===== src/rtl/ifu_pkg.sv =====
// ifu_pkg
// Shared definitions for the instruction fetch unit:
//   ifu_state_e   - fetch FSM states
//   IFU_PC_INCR   - byte increment applied to the PC after each fetch
//   IFU_RESET_PC  - default PC value after reset (word aligned)
package ifu_pkg;

    typedef enum logic [1:0] {
        IDLE  = 2'd0,
        FETCH = 2'd1,
        WRITE = 2'd2
    } ifu_state_e;

    localparam int unsigned IFU_PC_INCR  = 4;
    localparam logic [31:0] IFU_RESET_PC = 32'h0000_0000;

endpackage


===== src/rtl/instruction_fetch_unit_if.sv =====
// instruction_fetch_unit_if
// Request/ready read bus between the fetch unit and instruction memory.
//   mem_addr  - word address of the requested instruction (fetch unit drives)
//   mem_rd    - read request, held until accepted (fetch unit drives)
//   mem_rdata - read data, valid with mem_ready (memory drives)
//   mem_ready - accept and data-valid strobe (memory drives)
// Modports: master = fetch unit side, slave = memory side.
interface instruction_fetch_unit_if #(
    parameter int ADDR_W = 32
);
    logic [ADDR_W-1:0] mem_addr;
    logic              mem_rd;
    logic [31:0]       mem_rdata;
    logic              mem_ready;

    modport master (
        output mem_addr,
        output mem_rd,
        input  mem_rdata,
        input  mem_ready
    );

    modport slave (
        input  mem_addr,
        input  mem_rd,
        output mem_rdata,
        output mem_ready
    );
endinterface


===== src/rtl/ifu_watchdog.sv =====
// ifu_watchdog
// Counts FETCH cycles that pass without mem_ready and flags the cycle in
// which the limit is reached. Only compiled when IFU_TIMEOUT_EN is defined;
// without the macro this file is empty and no counter logic exists.
// Ports:
//   clk, reset - clock and synchronous active-high reset
//   in_fetch   - fetch FSM is in FETCH this cycle
//   ready      - memory accepted the read this cycle
//   expired    - this FETCH cycle is the LIMIT-th without ready (combinational)
`ifdef IFU_TIMEOUT_EN
module ifu_watchdog #(
    parameter int LIMIT = 16
) (
    input  logic clk,
    input  logic reset,
    input  logic in_fetch,
    input  logic ready,
    output logic expired
);
    logic [7:0] wait_cnt;

    // Held at zero outside FETCH, so it is already clear on FETCH entry.
    always_ff @(posedge clk) begin
        if (reset || !in_fetch) begin
            wait_cnt <= 8'd0;
        end else if (!ready) begin
            wait_cnt <= wait_cnt + 8'd1;
        end
    end

    // wait_cnt counts completed idle FETCH cycles, so the LIMIT-th one is
    // the cycle in which the count still reads LIMIT-1. A ready in that
    // same cycle wins and completes the fetch normally.
    assign expired = in_fetch && !ready && (wait_cnt == 8'(LIMIT - 1));
endmodule
`endif


===== src/rtl/instruction_fetch_unit.sv =====
// instruction_fetch_unit
// Multicycle-CPU fetch stage: owns the PC, reads instruction memory over a
// request/ready handshake and loads the fetched word into the IR with a
// one-cycle ir_write strobe.
// Optional feature: define IFU_TIMEOUT_EN to enable the FETCH watchdog
// (abort after TIMEOUT_CYCLES idle FETCH cycles with a fetch_fault pulse).
// Ports:
//   clk, reset  - clock, synchronous active-high reset
//   fetch_start - start one fetch at the current PC (IDLE only)
//   pc_load     - load word-aligned pc_target into the PC (IDLE only; wins
//                 over fetch_start)
//   pc_target   - branch/jump target
//   mem         - instruction memory bus (master side)
//   instr_out   - last fetched instruction (IR Instruc_in)
//   ir_write    - one-cycle IR load strobe (IR Irwrite)
//   pc          - current PC; pc_plus4 - pc + 4 (combinational)
//   busy        - FSM not in IDLE
//   fetch_fault - one-cycle timeout pulse (0 without IFU_TIMEOUT_EN)
//
// state | meaning
// IDLE  | waiting for fetch_start; accepts pc_load
// FETCH | mem_rd high at mem_addr = pc until mem_ready
// WRITE | ir_write high, instr_out valid, pc advances by 4
module instruction_fetch_unit
    import ifu_pkg::*;
#(
    parameter int                ADDR_W         = 32,
    parameter logic [ADDR_W-1:0] RESET_PC       = ADDR_W'(IFU_RESET_PC),
    parameter int                TIMEOUT_CYCLES = 16
) (
    input  logic                     clk,
    input  logic                     reset,
    input  logic                     fetch_start,
    input  logic                     pc_load,
    input  logic [ADDR_W-1:0]        pc_target,
    instruction_fetch_unit_if.master mem,
    output logic [31:0]              instr_out,
    output logic                     ir_write,
    output logic [ADDR_W-1:0]        pc,
    output logic [ADDR_W-1:0]        pc_plus4,
    output logic                     busy,
    output logic                     fetch_fault
);

    if (TIMEOUT_CYCLES < 2 || TIMEOUT_CYCLES > 255) begin : g_bad_timeout
        $error("instruction_fetch_unit: TIMEOUT_CYCLES must be in 2..255");
    end

    ifu_state_e state;
    ifu_state_e state_next;

    logic [ADDR_W-1:0] pc_q;
    logic [31:0]       instr_q;
    logic              mem_rd_q;
    logic              ir_write_q;
    logic              fault_q;
    logic              in_fetch;
    logic              timeout;
    logic              unused_target_lsbs;

    // Targets are forced to a word boundary, so the low bits never matter.
    assign unused_target_lsbs = ^pc_target[1:0];

    assign in_fetch = (state == FETCH);

`ifdef IFU_TIMEOUT_EN
    ifu_watchdog #(
        .LIMIT (TIMEOUT_CYCLES)
    ) u_watchdog (
        .clk      (clk),
        .reset    (reset),
        .in_fetch (in_fetch),
        .ready    (mem.mem_ready),
        .expired  (timeout)
    );
`else
    assign timeout = 1'b0;
`endif

    always_ff @(posedge clk) begin
        if (reset) begin
            state <= IDLE;
        end else begin
            state <= state_next;
        end
    end

    always_comb begin
        state_next = state;
        case (state)
            IDLE: begin
                // A simultaneous pc_load wins; the fetch request is dropped.
                if (fetch_start && !pc_load) begin
                    state_next = FETCH;
                end
            end
            FETCH: begin
                if (mem.mem_ready) begin
                    state_next = WRITE;
                end else if (timeout) begin
                    state_next = IDLE;
                end
            end
            WRITE: begin
                state_next = IDLE;
            end
            default: begin
                state_next = IDLE;
            end
        endcase
    end

    // Strobes are registered from the next state so they line up exactly
    // with the state they belong to.
    always_ff @(posedge clk) begin
        if (reset) begin
            pc_q       <= {RESET_PC[ADDR_W-1:2], 2'b00};
            instr_q    <= 32'd0;
            mem_rd_q   <= 1'b0;
            ir_write_q <= 1'b0;
            fault_q    <= 1'b0;
        end else begin
            mem_rd_q   <= (state_next == FETCH);
            ir_write_q <= (state_next == WRITE);
            fault_q    <= in_fetch && !mem.mem_ready && timeout;

            if (in_fetch && mem.mem_ready) begin
                instr_q <= mem.mem_rdata;
            end

            if (state == IDLE && pc_load) begin
                pc_q <= {pc_target[ADDR_W-1:2], 2'b00};
            end else if (state == WRITE) begin
                pc_q <= pc_q + ADDR_W'(IFU_PC_INCR);
            end
        end
    end

    assign mem.mem_addr = pc_q;
    assign mem.mem_rd   = mem_rd_q;
    assign instr_out    = instr_q;
    assign ir_write     = ir_write_q;
    assign pc           = pc_q;
    assign pc_plus4     = pc_q + ADDR_W'(IFU_PC_INCR);
    assign busy         = (state != IDLE);
    assign fetch_fault  = fault_q;

endmodule


===== src/flat_wrapper.sv =====
// flat-port wrapper written by rule: the top's interface ports become plain ports
module instruction_fetch_unit_flat import ifu_pkg::*;
#(
    parameter int                ADDR_W         = 32,
    parameter logic [ADDR_W-1:0] RESET_PC       = ADDR_W'(IFU_RESET_PC),
    parameter int                TIMEOUT_CYCLES = 16
)
  (clk, reset, fetch_start, pc_load, pc_target, instr_out, ir_write, pc, pc_plus4, busy, fetch_fault, mem_mem_addr, mem_mem_rd, mem_mem_rdata, mem_mem_ready);
  instruction_fetch_unit_if #(.ADDR_W(ADDR_W)) mem_i ();
  input  logic clk;
  input  logic reset;
  input  logic fetch_start;
  input  logic pc_load;
  input  logic [ADDR_W-1:0] pc_target;
  output logic [31:0] instr_out;
  output logic ir_write;
  output logic [ADDR_W-1:0] pc;
  output logic [ADDR_W-1:0] pc_plus4;
  output logic busy;
  output logic fetch_fault;
  output wire logic [$bits(mem_i.mem_addr)-1:0] mem_mem_addr;
  output wire logic [$bits(mem_i.mem_rd)-1:0] mem_mem_rd;
  input wire logic [$bits(mem_i.mem_rdata)-1:0] mem_mem_rdata;
  input wire logic [$bits(mem_i.mem_ready)-1:0] mem_mem_ready;
  assign mem_mem_addr = mem_i.mem_addr;
  assign mem_mem_rd = mem_i.mem_rd;
  assign mem_i.mem_rdata = mem_mem_rdata;
  assign mem_i.mem_ready = mem_mem_ready;
  instruction_fetch_unit #(.ADDR_W(ADDR_W), .RESET_PC(RESET_PC), .TIMEOUT_CYCLES(TIMEOUT_CYCLES)) u_core (.clk(clk), .reset(reset), .fetch_start(fetch_start), .pc_load(pc_load), .pc_target(pc_target), .mem(mem_i), .instr_out(instr_out), .ir_write(ir_write), .pc(pc), .pc_plus4(pc_plus4), .busy(busy), .fetch_fault(fetch_fault));
endmodule

===== config.mk =====
export PLATFORM = sky130hd
export DESIGN_NAME = instruction_fetch_unit_flat
export DESIGN_NICKNAME = d
export VERILOG_FILES = /design/src/rtl/ifu_pkg.sv /design/src/rtl/instruction_fetch_unit_if.sv /design/src/rtl/ifu_watchdog.sv /design/src/rtl/instruction_fetch_unit.sv /design/src/flat_wrapper.sv
export SDC_FILE = /design/constraint.sdc
export NUM_CORES = 1
export LEC_CHECK = 0
export CAP_MARGIN = 40
export CORE_ASPECT_RATIO = 1.25
export CORE_MARGIN = 5
export CORE_UTILIZATION = 43
export DETAILED_ROUTE_END_ITERATION = 16
export PLACE_DENSITY = 0.87
export SLEW_MARGIN = 20
export SYNTH_ARGS = -nofsm -noshare
export SYNTH_HDL_FRONTEND = slang
export SYNTH_HIERARCHICAL = 1
export SYNTH_SLANG_ARGS = --single-unit

===== constraint.sdc =====
create_clock -name clk -period 5.95 [get_ports clk]
set_input_delay 0.595 -clock clk [delete_from_list [all_inputs] [get_ports clk]]
set_output_delay 0.595 -clock clk [all_outputs]
set_load 0.03 [all_outputs]

Word-level counts from Yosys, hierarchy flattened
Index checks and enable logic that the tools add are counted.
W data, S select, Z words.
{"block": "word_totals", "regBits": 68, "latch_bits": 0, "mem_bits_rw": 0, "rom_bits": 0, "input_bits": 69, "out_inout_bits": 132, "word_cells": 24, "mem_count": 0}
{"block": "op_classes", "add_sub_neg": 1, "n_mul": 0, "div": 0, "magnitude_cmp": 0, "eq_ne": 4, "shift": 0, "mux": 5, "bitwise": 0, "n_reduce_logical": 8}
{"op": "$mux W32", "count": 2}
{"op": "$add A32 B3 Y32 const B", "count": 1}
{"op": "$eq A2 B1 Y1 const B", "count": 2}
{"op": "$eq A2 B2 Y1 const B", "count": 2}
{"op": "$mux W2", "count": 2}
{"op": "$pmux W2 S2", "count": 1}
{"op": "$reduce_bool A2 Y1", "count": 2}
{"op": "$logic_and A1 B1 Y1", "count": 3}
{"op": "$logic_not A2 Y1", "count": 1}
{"op": "$reduce_or A2 Y1", "count": 1}
{"op": "$logic_not A1 Y1", "count": 1}

Longest topological paths before layout
{"block": "logic_depth", "depth_word": 5, "ltp_mapped": 7, "depth_no_buf": 6}

Least setup slack after synthesis
Ideal clock, no wire load.
{"block": "synth_timing", "kind": "register -> output", "start": "register u_core.pc_q[10], in the netlist u_core/mem.mem_addr[10]", "end": "output port pc_plus4[27]", "arrival_time_ns": 2.155, "t_required_ns": 5.355, "setup_slack_ns": 3.200, "path_stages_with_launch": 8, "path_buffers": 2, "cell_sequence": "dfxtp_1 buf_4 nand4_4 nor4_4 buf_6 nand3_1 nor2_1 xor2_1"}
{"block": "synth_between", "elab_chain_cells": 1}
{"item": "start: declaration", "line": "instruction_fetch_unit.sv:52", "rtl": "logic [ADDR_W-1:0] pc_q;"}
{"item": "start signal: assignment", "line": "instruction_fetch_unit.sv:117", "rtl": "pc_q <= {RESET_PC[ADDR_W-1:2], 2'b00};"}
{"item": "start signal: assignment", "line": "instruction_fetch_unit.sv:132", "rtl": "pc_q <= {pc_target[ADDR_W-1:2], 2'b00};"}
{"item": "start signal: assignment", "line": "instruction_fetch_unit.sv:134", "rtl": "pc_q <= pc_q + ADDR_W'(IFU_PC_INCR);"}
{"item": "$add A32 B3 Y32", "line": "instruction_fetch_unit.sv:144", "rtl": "assign pc_plus4 = pc_q + ADDR_W'(IFU_PC_INCR);"}
{"item": "end: declaration", "line": "flat_wrapper.sv:18", "rtl": "output logic [ADDR_W-1:0] pc_plus4;"}
No other way between the ends.

Worst setup path in the final report
Same ends and word-level chain as after synthesis.

==> flow_metrics.py <==
metrics = {
    "grt": {
        "met1_usage_pct": 23.5,
        "antenna_found_initial": 0,
        "grt_busiest_layer": "met2",
        "met3_usage_pct": 6.87,
        "grt_usage_pct": 21.6,
        "grt_pass1_vias": 3886,
        "grtUsageMet2_pct": 38.4,
        "grt_pass1_wl_um": 18800,
        "grt_max_degree": 73,
        "overflow": 0,
    },
    "routing": {
        "via_per_inst": 5.27,
        "drt_first_pass_iters": 4,
        "wl_per_cell_um": 15.9,
        "drc": 0,
        "drt_iter0_drc": 210,
        "ant_nets": 0,
        "drt-total-wl_um": 12000,
        "vias": 3979,
    },
    "synthesis": {
        "synthFlopType": "dfxtp_1",
        "yosysTopAreaCellShare_pct": 34.6,
        "post-synth-top-area-cell": "dfxtp_1",
        "ys_seq_area_share_pct": 34.6,
        "synth-edff-count": 0,
        "async_reset_ff_share_pct": 0,
        "postSynthCellCount": 491,
        "synth.area.top_cells": "dfxtp_1, nand2_1, buf_4",
        "synth.avg_cell_area_um2": 7.78,
        "ys_ff_latch": 66,
        "yosysWarnings": 6,
        "syn_area_um2": 3820,
        "synth_cell_types": 58,
    },
    "critical_path": {
        "crit_start": "u_core/mem.mem_addr[10]",
        "crit_chain": "nand4_4, nor4_4, nand3_1, nor2_1, xor2_1, clkdlybuf4s50_1",
        "cp_slowest_cell": "clkdlybuf4s50_1",
        "cpPeakStageDelay_ns": 0.69,
        "cp_max_fo": 11,
        "worstSetupStartpointType": "flip-flop",
        "critPathRequiredTime_ns": 5.36,
        "cp-end-kind": "output port",
        "worstSetupPathType": "reg -> out",
        "worstPathArrival_ns": 3.21,
        "r2r-start": "u_core/state[0]",
    },
    "final_layout": {
        "fillers": 739,
        "layout_commonest_cell": "clkdlybuf4s50_1",
        "final_cell_mix": "clkdlybuf4s50_1, nand2_1, dfxtp_1",
        "regArea_um2": 1320,
        "areaGrowthSynthToFinish_pct": 48.2,
        "final_nets": 701,
        "multi_input_area_um2": 2010,
        "diodes": 0,
        "layout.cells.non_filler": 755,
        "drive_gt1_share_pct": 5.67,
        "postLayoutCellArea_um2": 5660,
    },
    "sta": {
        "fin_tns_setup_ns": 0,
        "setup_viol": 0,
        "post-route-period-util_pct": 63.9,
        "tightest_slew_ns": 0.762,
        "fmax_ghz": 0.263,
        "finClkSkew_ns": 0.0139,
        "hold_viol": 0,
        "slew_headroom_pct": 49.2,
        "rsz0062_at_grt": "false",
        "fin_crit_ns": 3.80,
        "slew_violations": 0,
    },
    "clock_network": {
        "cts_max_level": 3,
        "ctsHoldBuffers": 0,
        "cts.sinks": 66,
        "cts_post_setup_buffers_inserted": 0,
        "cts_resized": 0,
        "worstSkewPairLatency_ns": 0.34,
        "cts_made_buffers": 9,
        "clk_pin_slew_ns": 0.08,
        "clock_path_buffers": 2,
        "root_buffer": "clkbuf_8",
        "cts_tree": "yes",
    },
    "placement": {
        "dpl_cell_area_um2": 5470,
        "gp_routability_congestion": 0.850,
        "dpl.cell_count": 740,
        "dp_hpwl_um": 8900,
        "io_buffers": 191,
    },
    "floorplanning": {
        "coreArea_um2": 8700,
        "rows": 38,
        "die_area_um2": 10900,
        "io_pins": 201,
        "dieHeight_um": 115,
        "start_util_pct": 43.9,
        "die_w_um": 94.3,
    },
    "run": {
        "max_cap_violations": 0,
    },
    "pwr": {
        "p_leak_nw": 2.02,
        "irDropWorstVdd_mv": 0.157,
        "power_density_nw_per_um2": 223,
    },
    "worst_hold_path": {
        "min_from": "u_core/instr_out[10]",
        "hold_path.class": "reg -> reg",
    },
    "outcome": {
        "outcome": "completed",
    },
}
-- metrics by stage --
stage	power, mW	hold WS (ns)	util (%)	setup WS, ns
after floorplan	0.748	0.582	-	3.20
after global placement	0.887	0.441	62.7	2.53
after detailed placement	0.897	0.446	62.8	2.50
after CTS	1.28	0.456	65.0	2.11
after global routing	1.32	0.477	65.0	1.89
final	1.26	0.455	65.0	2.15
-- synthesized netlist by cell type (2+ instances only) --
master    instances
and2_1            3
a211o_1           2
o22ai_1           3
a22o_1            2
inv_1             9
or3_1             9
xor2_1           11
nor4_1            2
a31oi_1          10
a22oi_1          14
buf_4            39
o21a_1            2
xnor2_1          17
dfxtp_1          66
nor3_1            5
a211oi_1          4
nor2_1           31
nand4_1          10
buf_2             2
buf_6             2
clkbuf_8          5
o21ai_0          10
or2_2             2
nand3_1          19
and3_1            3
o211ai_1          3
nor3b_1           7
and4_1            2
or3_2             2
nand2_1          87
nor2_2            2
a311oi_1          2
clkbuf_1         24
or4_1             3
a21oi_1          51
mux2i_1           3
o31ai_1           2
-- final timing paths --
kind / depth (start not counted) / slack, ns / to
worst max-delay path: 6 / 2.15 / pc_plus4[27]
worst min-delay path: 2 / 0.46 / u_core/instr_out[10]
worst max register to register: 4 / 3.44 / u_core/mem.mem_addr[20]
worst min register to register: 2 / 0.46 / u_core/instr_out[10]
-- worst max-delay path: cells and delay by family, from the launching register on --
| family | cells | cell delay, ns |
|---|---|---|
| AND/OR/NAND/NOR | 4 | 1.44 |
| buffers and inverters | 1 | 0.69 |
| flip-flops | 1 | 0.56 |
| XOR/XNOR | 1 | 0.16 |
-- power by group --
part           switching [mW]  internal (mW)
Combinational           0.211          0.169
Clock                   0.175          0.201
Sequential             0.0417          0.465
Total                   0.427          0.835
-- sequential cells by signal, summed over array words and instances, names as in the netlist --
signal               count
u_core/mem.mem_rd        1
u_core/mem.mem_addr     30
u_core/instr_out        32
u_core/state             2
u_core/ir_write          1
-- cell type report --
class / count / share of cell area, %
multi-input combinational: 349 / 35.5
clock inverter: 5 / 0.973
tap: 120 / 2.65
sequential: 66 / 23.3
inverter: 9 / 0.597
clock buffer: 10 / 2.43
timing repair buffer: 196 / 34.5
-- cell families (layout without fill, tap and decap cells) --
family,Yosys count,count (layout),share of synthesized area [%]
other cells,1,7,0.0982
xor+xnor,28,28,6.42
buf+inv,82,220,13.7
simple gates,198,198,26.0
mux,3,3,0.786
fa+ha+maj,1,1,0.328
compound gates,112,112,18.1
flops,66,66,34.6
-- per-layer routing --
| metal | vias to the layer above | part of all wire (%) |
|---|---|---|
| met4 | 0 | 1.6 |
| li1 | 1936 | - |
| met5 | - | 0 |
| met3 | 18 | 10 |
| met2 | 183 | 52 |
| met1 | 1842 | 36 |
Note: power is estimated with default switching activity, not from simulation.
